==> src/rtl/dca_matrix_lsu_txn_scheduler.sv <==
// rtl/dca_matrix_lsu_txn_scheduler.sv - matrix LSU instruction to AXI burst transaction sequencer
// Optional feature macro: DCA_MATRIX_LSU_TXN_4KB_SPLIT_EN (bursts never cross a 4KB page).
// Ports:
//   clk, rstnn                       clock, asynchronous active-low reset
//   inst_valid/inst_ready            instruction handshake (accepted only when idle)
//   inst_addr/stride/num_row_m1/num_col_m1  matrix geometry
//   txn_valid/txn_ready              transaction handshake
//   txn_bitaddr/txn_alen/txn_last    transaction bit address, beats-1, final flag
//   busy, done                       activity level, one-cycle completion pulse
module dca_matrix_lsu_txn_scheduler #(
  parameter int BW_AXI_ADDR   = 32,
  parameter int BW_AXI_DATA   = 32,
  parameter int BW_STRIDE     = 16,
  parameter int BW_NUM_ROW    = 8,
  parameter int BW_NUM_COL    = 12,
  parameter int MAX_BURST_LEN = 16
) (
  input  logic                   clk,
  input  logic                   rstnn,
  input  logic                   inst_valid,
  output logic                   inst_ready,
  input  logic [BW_AXI_ADDR-1:0] inst_addr,
  input  logic [BW_STRIDE-1:0]   inst_stride,
  input  logic [BW_NUM_ROW-1:0]  inst_num_row_m1,
  input  logic [BW_NUM_COL-1:0]  inst_num_col_m1,
  output logic                   txn_valid,
  input  logic                   txn_ready,
  output logic [BW_AXI_ADDR+2:0] txn_bitaddr,
  output logic [7:0]             txn_alen,
  output logic                   txn_last,
  output logic                   busy,
  output logic                   done
);

  localparam int BEAT_BYTES = BW_AXI_DATA / 8;
  localparam int LOG2_BB    = $clog2(BEAT_BYTES);
  // Wide enough for a full row count and for a 4KB page room in beats.
  localparam int BW_REM     = (BW_NUM_COL + 1 > 13) ? BW_NUM_COL + 1 : 13;
  localparam logic [BW_REM-1:0] MAX_BL = BW_REM'(MAX_BURST_LEN);

  localparam logic [1:0] S_IDLE  = 2'd0;
  localparam logic [1:0] S_ISSUE = 2'd1;
  localparam logic [1:0] S_DONE  = 2'd2;

  logic [1:0]             state_q,      state_d;
  logic [BW_AXI_ADDR-1:0] row_base_q,   row_base_d;
  logic [BW_AXI_ADDR-1:0] cur_addr_q,   cur_addr_d;
  logic [BW_STRIDE-1:0]   stride_q,     stride_d;
  logic [BW_NUM_ROW-1:0]  num_row_m1_q, num_row_m1_d;
  logic [BW_NUM_COL-1:0]  num_col_m1_q, num_col_m1_d;
  logic [BW_NUM_ROW-1:0]  row_cnt_q,    row_cnt_d;
  logic [BW_REM-1:0]      col_rem_q,    col_rem_d;

  logic [BW_REM-1:0]      beats;
  logic                   issue;
  logic                   row_end;
  logic                   row_last;
  logic [BW_AXI_ADDR-1:0] next_row_base;
`ifdef DCA_MATRIX_LSU_TXN_4KB_SPLIT_EN
  logic [12:0]            page_room;
`endif

  always_comb begin
    beats = (col_rem_q < MAX_BL) ? col_rem_q : MAX_BL;
`ifdef DCA_MATRIX_LSU_TXN_4KB_SPLIT_EN
    // Beats left before the next 4KB boundary; never zero since addresses are beat aligned.
    page_room = (13'h1000 - {1'b0, cur_addr_q[11:0]}) >> LOG2_BB;
    if (BW_REM'(page_room) < beats) begin
      beats = BW_REM'(page_room);
    end
`endif
  end

  assign issue         = (state_q == S_ISSUE);
  assign row_end       = (beats == col_rem_q);
  assign row_last      = (row_cnt_q == num_row_m1_q);
  assign next_row_base = row_base_q + BW_AXI_ADDR'(stride_q);

  // Transaction fields are gated so idle/done cycles present zeros.
  assign inst_ready  = (state_q == S_IDLE);
  assign busy        = (state_q != S_IDLE);
  assign done        = (state_q == S_DONE);
  assign txn_valid   = issue;
  assign txn_bitaddr = issue ? {cur_addr_q, 3'b000} : '0;
  assign txn_alen    = issue ? (beats[7:0] - 8'd1) : 8'd0;
  assign txn_last    = issue & row_last & row_end;

  always_comb begin
    state_d      = state_q;
    row_base_d   = row_base_q;
    cur_addr_d   = cur_addr_q;
    stride_d     = stride_q;
    num_row_m1_d = num_row_m1_q;
    num_col_m1_d = num_col_m1_q;
    row_cnt_d    = row_cnt_q;
    col_rem_d    = col_rem_q;
    case (state_q)
      S_IDLE: begin
        if (inst_valid) begin
          row_base_d   = inst_addr & ~BW_AXI_ADDR'(BEAT_BYTES - 1);
          cur_addr_d   = inst_addr & ~BW_AXI_ADDR'(BEAT_BYTES - 1);
          stride_d     = inst_stride;
          num_row_m1_d = inst_num_row_m1;
          num_col_m1_d = inst_num_col_m1;
          row_cnt_d    = '0;
          col_rem_d    = BW_REM'(inst_num_col_m1) + BW_REM'(1);
          state_d      = S_ISSUE;
        end
      end
      S_ISSUE: begin
        if (txn_ready) begin
          if (!row_end) begin
            col_rem_d  = col_rem_q - beats;
            cur_addr_d = cur_addr_q + (BW_AXI_ADDR'(beats) << LOG2_BB);
          end else if (!row_last) begin
            row_base_d = next_row_base;
            cur_addr_d = next_row_base;
            col_rem_d  = BW_REM'(num_col_m1_q) + BW_REM'(1);
            row_cnt_d  = row_cnt_q + BW_NUM_ROW'(1);
          end else begin
            state_d = S_DONE;
          end
        end
      end
      S_DONE:  state_d = S_IDLE;
      default: state_d = S_IDLE;
    endcase
  end

  always_ff @(posedge clk or negedge rstnn) begin
    if (!rstnn) begin
      state_q      <= S_IDLE;
      row_base_q   <= '0;
      cur_addr_q   <= '0;
      stride_q     <= '0;
      num_row_m1_q <= '0;
      num_col_m1_q <= '0;
      row_cnt_q    <= '0;
      col_rem_q    <= '0;
    end else begin
      state_q      <= state_d;
      row_base_q   <= row_base_d;
      cur_addr_q   <= cur_addr_d;
      stride_q     <= stride_d;
      num_row_m1_q <= num_row_m1_d;
      num_col_m1_q <= num_col_m1_d;
      row_cnt_q    <= row_cnt_d;
      col_rem_q    <= col_rem_d;
    end
  end

endmodule

==> config.mk <==
export PLATFORM = sky130hd
export DESIGN_NAME = dca_matrix_lsu_txn_scheduler
export DESIGN_NICKNAME = d
export VERILOG_FILES = /design/src/rtl/dca_matrix_lsu_txn_scheduler.sv
export SDC_FILE = /design/constraint.sdc
export NUM_CORES = 1
export LEC_CHECK = 0
export ABC_AREA = 1
export CAP_MARGIN = 20
export CORE_ASPECT_RATIO = 1.4
export CORE_MARGIN = 4
export CORE_UTILIZATION = 40
export CTS_CLUSTER_SIZE = 12
export DETAILED_ROUTE_END_ITERATION = 8
export GPL_TIMING_DRIVEN = 1
export PLACE_DENSITY = 0.57
export SYNTH_ARGS = -nofsm -noshare
export SYNTH_HDL_FRONTEND = slang
export SYNTH_SLANG_ARGS = --single-unit
==> constraint.sdc <==
create_clock -name clk -period 2.9 [get_ports clk]
set_input_delay 0.29 -clock clk [delete_from_list [all_inputs] [get_ports clk]]
set_output_delay 0.29 -clock clk [all_outputs]
set_load 0.02 [all_outputs]
# --- Word-level counts from Yosys, hierarchy flattened ---
# Index checks and enable logic that the tools add are counted.
# Widths: inputs -> output; s select.
op_classes:
  add_sub_neg: 7
  order_cmp: 1
  n_eq_ne: 10
  muxes: 26
  bitwise: 2
  reduce_logical: 7
op_table:
  columns: ["op", "n"]
  rows:
  - ["$mux 32", 6]
  - ["$pmux 32 s2", 2]
  - ["$mux 13", 5]
  - ["$mux 8", 5]
  - ["$mux 35", 1]
  - ["$add 32x15->32", 1]
  - ["$add 32x16->32", 1]
  - ["$add 12x1->13 const B", 2]
  - ["$pmux 13 s2", 1]
  - ["$pmux 8 s2", 1]
  - ["$eq 13x13->1", 1]
  - ["$lt 13x5->1 const B", 1]
  - ["$sub 13x13->13", 1]
  - ["$add 8x1->8 const B", 1]
  - ["$eq 8x8->1", 1]
  - ["$mux 2", 4]
  - ["$reduce_and 4->1", 2]
  - ["$sub 8x1->8 const B", 1]
  - ["$ne 2x2->1 const B", 3]
  - ["$reduce_and 5->1", 1]
  - ["$ne 2x1->1 const B", 2]
  - ["$pmux 2 s2", 1]
  - ["$reduce_bool 2->1", 2]
  - ["$ne 3x3->1 const B", 1]
  - ["other kinds (5)", 6]
word_totals:
  register_bits: 123
  in_bits: 72
  output_inout_bits: 48
  wordCells: 61

# --- Longest topological paths before layout ---
logic_depth:
  word_depth: 6
  ltp_mapped: 21
  mapped_depth_nobuf: 21

# --- Worst setup path before layout ---
# OpenSTA, ideal clock, no wires.
synth_timing:
  path_type: "register -> register"
  from: "reg col_rem_q[10]"
  to: "reg cur_addr_q[22]"
  setup_time_ps: 122
  t_arrival_ps: 2421
  required_ps: 2778
  path_slack_ps: 357
  path_stages_with_launch: 19
  n_path_buf: 1
  period_less_slack_ps: 2543
  cell_sequence: "dfrtp_1 nor2_1 nand2_1 nor2_2 nand2_2 buf_1 nor2_1 ha_1 nand3_1 nand3_1 nand2_1 nand2_1 nand2_1 nand2_1 nand2_1 xor2_1 nand2_1 nand2_1 a21oi_1"
synth_between:
  elab_chain_len: 6
  word_cells_on_any_way: 9
  cone_classes: "add/sub (1); order compare (1); eq/ne (2); mux (4); reduce/logical (1)"
synth_rtl:
  columns: ["element", "line", "rtl"]
  rows:
  - ["from (decl)", "52", "logic [BW_REM-1:0] col_rem_q, col_rem_d;"]
  - ["from (signal assigned)", "148", "col_rem_q <= col_rem_d;"]
  - ["$lt 13x5->1", "64", "beats = (col_rem_q < MAX_BL) ? col_rem_q : MAX_BL;"]
  - ["$mux 13", "64", null]
  - ["$add 32x15->32 / $eq 13x13->1 (equally long branches)", "114, 75", null]
  - ["$mux 32", "112", "if (!row_end) begin"]
  - ["$mux 32", "111", "if (txn_ready) begin"]
  - ["$pmux 32 s2", "97", "case (state_q)"]
  - ["to (signal assigned)", "143", "cur_addr_q <= cur_addr_d;"]
  - ["to (decl)", "47", "logic [BW_AXI_ADDR-1:0] cur_addr_q, cur_addr_d;"]
# Several ways; a longest one is shown, not always the timed one. The select of a mux whose other input is x is not followed.
# A chain may end at the register's enable or synchronous reset.

# --- Final worst setup path ---
layout_timing:
  from: "reg col_rem_q[12]"
  to: "out txn_alen[2]"
layout_between:
  elab_chain_len: 4
layout_rtl:
  columns: ["element", "line", "rtl"]
  rows:
  - ["$lt 13x5->1", "64", null]
  - ["$mux 13", "64", null]
  - ["$sub 8x1->8", "85", "assign txn_alen = issue ? (beats[7:0] - 8'd1) : 8'd0;"]
  - ["$mux 8", "85", null]
  - ["to (decl)", "29", "output logic [7:0] txn_alen,"]
# No other way between the ends.

==> impl_metrics.ini <==
[final_layout]
final_common_cell = nand2_1
final_layout_size_suffix_gt1_share_pct = 6.43
syn_to_final_growth_pct = 24.6
final_core_util_pct = 50.9
num-nets-final = 1741
finalInstanceArea_sq_um = 11900
final_cell_mix = nand2_1 (468), inv_1 (177), nor2_1 (162)
diodes = 0

[floorplanning]
fp.dieH_um = 191
io_pins = 120
die_x_um = 139
rows = 66
core-area_sq_um = 23400
start_util_pct = 40.9
dieArea_sq_um = 26500

[setup_path]
crit_top_cell = nand2_1
worstSetupEndpointType = output port
crit_family = buffers and inverters
path_class = register to output port
slowest_stage = dfrtp_1
max_stage_delay_ps = 420
crit_path_max_fanout = 6
crit_chain = nor2_1 > nand2_1 > nor2_4 > nand2_4 > inv_1 > nand2_1 > buf_4 > ha_1 > inv_1 > nand2_1 > a21oi_1 > dlygate4sd2_1
startpoint_type = register
cp.arrival_ps = 2430
crit_buf_inv = 4
crit_required_ps = 2610

[clock_tree]
cts_tree = done
cts_root_buf = clkbuf_16
ctsHtreeMaxLevel = 4
clk_latency_ps = 430
cts_buffers = 17
clock_path_buffers = 2
clock-sinks = 123
path_clk_slew_ps = 60

[power]
p_leak_nw = 6.04
power.share.clock_pct = 19.9
power_frac_seq_pct = 27.2
p_per_area_nw_per_um2 = 1020
ir_drop_uv = 446
power.switching_mw = 5.71
p_int_mw = 6.48
power_frac_comb_pct = 52.8
power_switching_share_pct = 46.9

[synth]
synth.top_cell.area_share_pct = 32.2
synth.area.top_cells = dfrtp_1 (32%), nand2_1 (19%), nand3_1 (7.7%), inv_1 (7.0%), nor2_1 (6.5%)
avgSynthCellArea_sq_um = 6.32
ys_warn_count = 0
syn_inst = 1512
yosys.area.top_type = dfrtp_1
async_flop_share_pct = 100
ys_seq_area_share_pct = 32.2
dominantRegCellSynth = dfrtp_1
syn_area_sq_um = 9560
synth_enable_flop_cells = 0
yosysUniqueCellTypes = 41
ys_ff_latch = 123

[global_route]
grt_pass1_wl_mm = 51.5
grt_pass1_vias = 10100
busiest_layer = met2
gr-total-overflow = 0
antenna_found_initial = 0
grtUsageMet2_pct = 45.5
grt_max_degree = 52
track_usage_pct = 24.6
gr-usage-met3_pct = 3.41
grt_use_met1_pct = 26.6

[drt]
wl_per_cell_um = 16.6
detail_route.wirelength_mm = 32.4
drt-initial-drc-count = 549
post_drt_via_cell_ratio = 5.15
ant_nets = 0
firstDrtPassIters = 5
vias = 10100
drc = 0

[sta]
worstMarginPinSlew_ps = 922
rsz0062_at_grt = true
relSlewSlack_pct = 38.4
fmax_mhz = 367
setup_viol = 0
slew_violations = 0
timing.final.crit_period_ps = 2720
hold_viol = 0
layout_setup_ws_ps = 178
clock_skew_ps = 10.6
min_period_over_period_pct = 93.9
fin_tns_setup_ps = 0

[placement]
hpwl_mm = 25.0
portBuffers = 114
place.gp.congestion = 0.911
pre_cts_ws_ps = 57.5
place_area_sq_um = 11200

[min_path]
hp-class = input pin to async pin

[outcome]
status = finished, final reports clean

[flow_run]
drv_cap = 0
layer usage:
| layer | part of all wire, % | up-vias | wire (um) |
|---|---|---|---|
| met5 | 0 | - | 0 |
| met4 | 6.0 | 0 | 1960 |
| met3 | 3.5 | 82 | 1120 |
| met2 | 51 | 260 | 16700 |
| met1 | 39 | 4620 | 12700 |
| li1 | - | 5106 | - |
per-stage QoR:
stage / power, mW / std cells / hold slack, ps
3_3_place_gp: 9.61 / 1919 / 273
6_report: 12.2 / 1954 / 390
2_1_floorplan: 7.47 / 1520 / -5.59
4_1_cts: 12.2 / 1952 / 393
3_5_place_dp: 9.67 / 1919 / 274
5_1_grt: 13.2 / 1954 / 424
registers in the layout, summed over array words and instances, names as in the netlist:
register / flops
row_cnt_q: 8
col_rem_q: 13
state_q: 2
num_row_m1_q: 8
stride_q: 16
num_col_m1_q: 12
cur_addr_q: 32
row_base_q: 32
timing repair:
item,4_1_cts,5_1_grt
hold buffers,1,0
endpoints found under the setup margin,6,28
pin swaps,0,6
gates resized for setup,8,25
buffers inserted,0,2
endpoints found under the hold margin,29,0
path summary, 6_finish.rpt:
check | startpoint | to | slack (ps) | depth (start not counted)
worst max-delay path | col_rem_q[12]$_DFFE_PN0P_ | txn_alen[2] | 180 | 12
worst min-delay path | rstnn | stride_q[13]$_DFFE_PN0P_ | 390 | 2
worst max register to register | col_rem_q[12]$_DFFE_PN0P_ | cur_addr_q[22]$_DFFE_PN0P_ | 250 | 20
worst min register to register | stride_q[10]$_DFFE_PN0P_ | stride_q[10]$_DFFE_PN0P_ | 480 | 2
max in group asynchronous | rstnn | col_rem_q[6]$_DFFE_PN0P_ | 1830 | 3
min in group clk | inst_stride[9] | stride_q[9]$_DFFE_PN0P_ | 400 | 3
cells by family after synthesis:
kind of cell / after synthesis / share of synthesized area (%)
DFF: 123 / 32.2
buffers and inverters: 232 / 9.58
and+or+nand+nor: 879 / 38.8
adders and majority gates: 34 / 4.61
other: 2 / 0.0786
AOI/OAI and AO/OA: 209 / 11.7
xor gates and xnor gates: 33 / 3.02
layout make-up:
type                            count  area [sq um]
Inverter                          181           681
Clock buffer                       19           443
Clock inverter                     13           215
Timing Repair Buffer              147          1430
Multi-Input combinational cell   1165          5680
Tap cell                          306           383
Fill cell                        2432         11500
Sequential cell                   123          3080
cells in the mapped netlist (2+ instances only):
master    number
o21ai_1       14
o21ai_0       96
inv_1        177
xor2_1        21
buf_2         15
conb_1         2
clkbuf_1      23
dfrtp_1      123
or2_2          6
nand3b_1       8
nor4_1         7
nor2_2         5
nor3b_1        2
nand3_1      147
xnor2_1       12
nand2_2        3
o211ai_1       5
a22oi_1        3
nand2_1      474
a21o_1         3
inv_2          4
a21oi_1       73
o21ai_2        2
o21bai_1       4
o21a_1         5
nand4_1       29
buf_4          3
nor3_1        28
ha_1          32
nor2_1       166
fa_1           2
buf_6          2
buf_1          8
power groups by stage:
stage / Clock [mW] / Sequential (mW) / Combinational, mW
floorplan: 0 / 3.05 / 4.42
global placement: 0 / 3.32 / 6.29
detailed placement: 0 / 3.33 / 6.34
CTS: 2.47 / 3.31 / 6.38
global route: 2.53 / 3.42 / 7.29
finish: 2.43 / 3.32 / 6.45
No activity file was read; power rests on OpenSTA's default activity.
==> edit (same flow settings) <==
Set the parameter `BW_NUM_ROW` to 10 (it was 8).
--- a/src/rtl/dca_matrix_lsu_txn_scheduler.sv
+++ b/src/rtl/dca_matrix_lsu_txn_scheduler.sv
@@ -13,3 +13,3 @@
   parameter int BW_STRIDE     = 16,
-  parameter int BW_NUM_ROW    = 8,
+  parameter int BW_NUM_ROW    = 10,
   parameter int BW_NUM_COL    = 12,
Ports: changed (resized inst_num_row_m1); port bits go from 120 to 122. The function was not compared with the original's and may differ.
==> edit against the unedited design <==
Via count increased by 2.5%; final area up 4.4%; hold slack lost 0.040 ns; clock skew grew 0.0032 ns; die area is 6.8% higher; first-iteration DRC count up 23%; total power is 33% lower; routed wire length fell by 2.1%; sequential cell count up 4; critical path depth shrank 1; register-to-register slack worse by 0.03 ns; highest routed layer unchanged; critical endpoint is now txn_alen[6]; area after synthesis up 7.1%; setup slack gained 0.031 ns.
==> edit: results (changes against the unedited design) <==
[critical_path]
path_max_fanout=8  ; +2
worstSetupEndpoint=txn_alen[6]
startpoint=col_rem_q[5]$_DFFE_PN0P_
r2r-end=cur_addr_q[9]$_DFFE_PN0P_
r2r_slack_ns=0.22  ; -0.03 ns
arrival_ns=2.40  ; -0.03 ns
rr_worst_depth=14  ; -30%

[global_routing]
use_met3=0.0266  ; -0.00748
track_usage=0.229  ; -0.0166
use_met2=0.372  ; -0.0829
grt_use_met1=0.316  ; +0.0500
antenna_found_initial=0  ; unchanged
grt_pass1_vias=9899  ; -2.3%
grt_pass1_wl_um=51200  ; -0.50%

[layout]
reg.largest.list=cur_addr_q x32, row_base_q x32, stride_q x16
drive_gt1_frac=0.0771  ; +0.0128
final_nets=1820  ; +4.5%
nFillCells=2734  ; +12%

[logic_synthesis]
yosysWarnings=0  ; unchanged
ys_top_cells_by_count=nand2_1 (483), nor2_1 (226), inv_1 (198)
seq_area_frac_synth=0.311  ; -0.0116
synth_area_leaders=dfrtp_1 (31%), nand2_1 (18%), nor2_1 (8.3%)
ys_async_sr_fraction=1.00  ; unchanged
synthesis.instances=1587  ; +5.0%

[placement]
dp_hpwl_um=24600  ; -1.6%
routabilityCongestion=0.966  ; +6.1%
dpl.cell_count=2005  ; +4.5%
portBuffers=116  ; +1.8%
pre_cts_ws_ns=0.132  ; +0.0746 ns
dpl_cell_area_um2=11800  ; +5.3%

[power]
irDropWorstVdd_uv=459  ; +3.0%
p_per_area_nw_per_um2=657  ; -36%
power_switching_mw=3.34  ; -42%
seq_power_mw=2.53  ; -24%
pg_comb_mw=3.43  ; -47%
power.leakage_nw=6.69  ; +11%

[sta]
finalCritPeriodShare=0.928  ; -0.0108
hold_ws_ns=0.349  ; -0.0405 ns
skew_ns=0.0138  ; +0.00323 ns
relSlewSlack=0.503  ; +0.119

[drt]
wirelength_um=31700  ; -2.1%
routedWlPerCell_um=15.5  ; -6.4%
detail_route.iter0.violations=673  ; +23%
via_per_inst=5.05  ; -2.0%

[run_status]
status=finished, final reports clean

[clock_network]
clk_pin_slew_ns=0.06  ; about the same

==> edit: cell types whose count changed after synthesis, moves of 8 or more <==
cell / delta
o21ai_0: -38
xor2_1: +16
xnor2_1: +8
nand4_1: -10
mux2_2: +27
nand3_1: -11
inv_1: +21
nor2_1: +60
buf_6: +11
nand2_1: +9
a21oi_1: +8
==> edit: metal layers <==
layer | up-vias | part of all wire
met5 | - | 0
met2 | 267 | 0.47
met3 | 44 | 0.048
met1 | 4754 | 0.45
met4 | 0 | 0.028
li1 | 5257 | -
==> edit: cell type report <==
class,count,area (um^2),area share
flip-flops and latches,127,3180,0.256
clock inverters,13,154,0.0124
inverters,202,763,0.0614
clock buffers,19,443,0.0356
well taps,319,399,0.0321
multi-input cells,1218,6060,0.488
repair buffers,146,1430,0.115
==> edit: kinds of logic (layout without fill, tap and decap cells) <==
| kind of cell | Yosys count | after routing | share of synthesized area |
|---|---|---|---|
| and+or+nand+nor | 928 | 928 | 0.380 |
| xor gates and xnor gates | 57 | 57 | 0.0488 |
| other | 2 | 10 | 0.000734 |
| AOI/OAI and AO/OA | 162 | 162 | 0.0831 |
| adders and majority gates | 34 | 34 | 0.0430 |
| muxes | 27 | 27 | 0.0297 |
| DFF | 127 | 127 | 0.311 |
| buffers and inverters | 250 | 380 | 0.104 |
==> edit: timing repair <==
item	CTS	global route
hold buffers	1	0
endpoints found under the hold margin	28	0
gates cloned	0	0
setup buffers	0	6
gates resized for setup	7	23
pin swaps	0	2
endpoints found under the setup margin	6	25
==> edit: critical path, cell delays in order, from the launching register on <==
cell           delay (ns)
dfrtp_1              0.43
nor2_4               0.15
nand2_1              0.09
nor2_2               0.12
nand2_2              0.11
buf_4                0.20
nor2_4               0.12
inv_1                0.07
ha_1                 0.20
nand4_1              0.12
nor2_1               0.05
dlygate4sd2_1        0.32
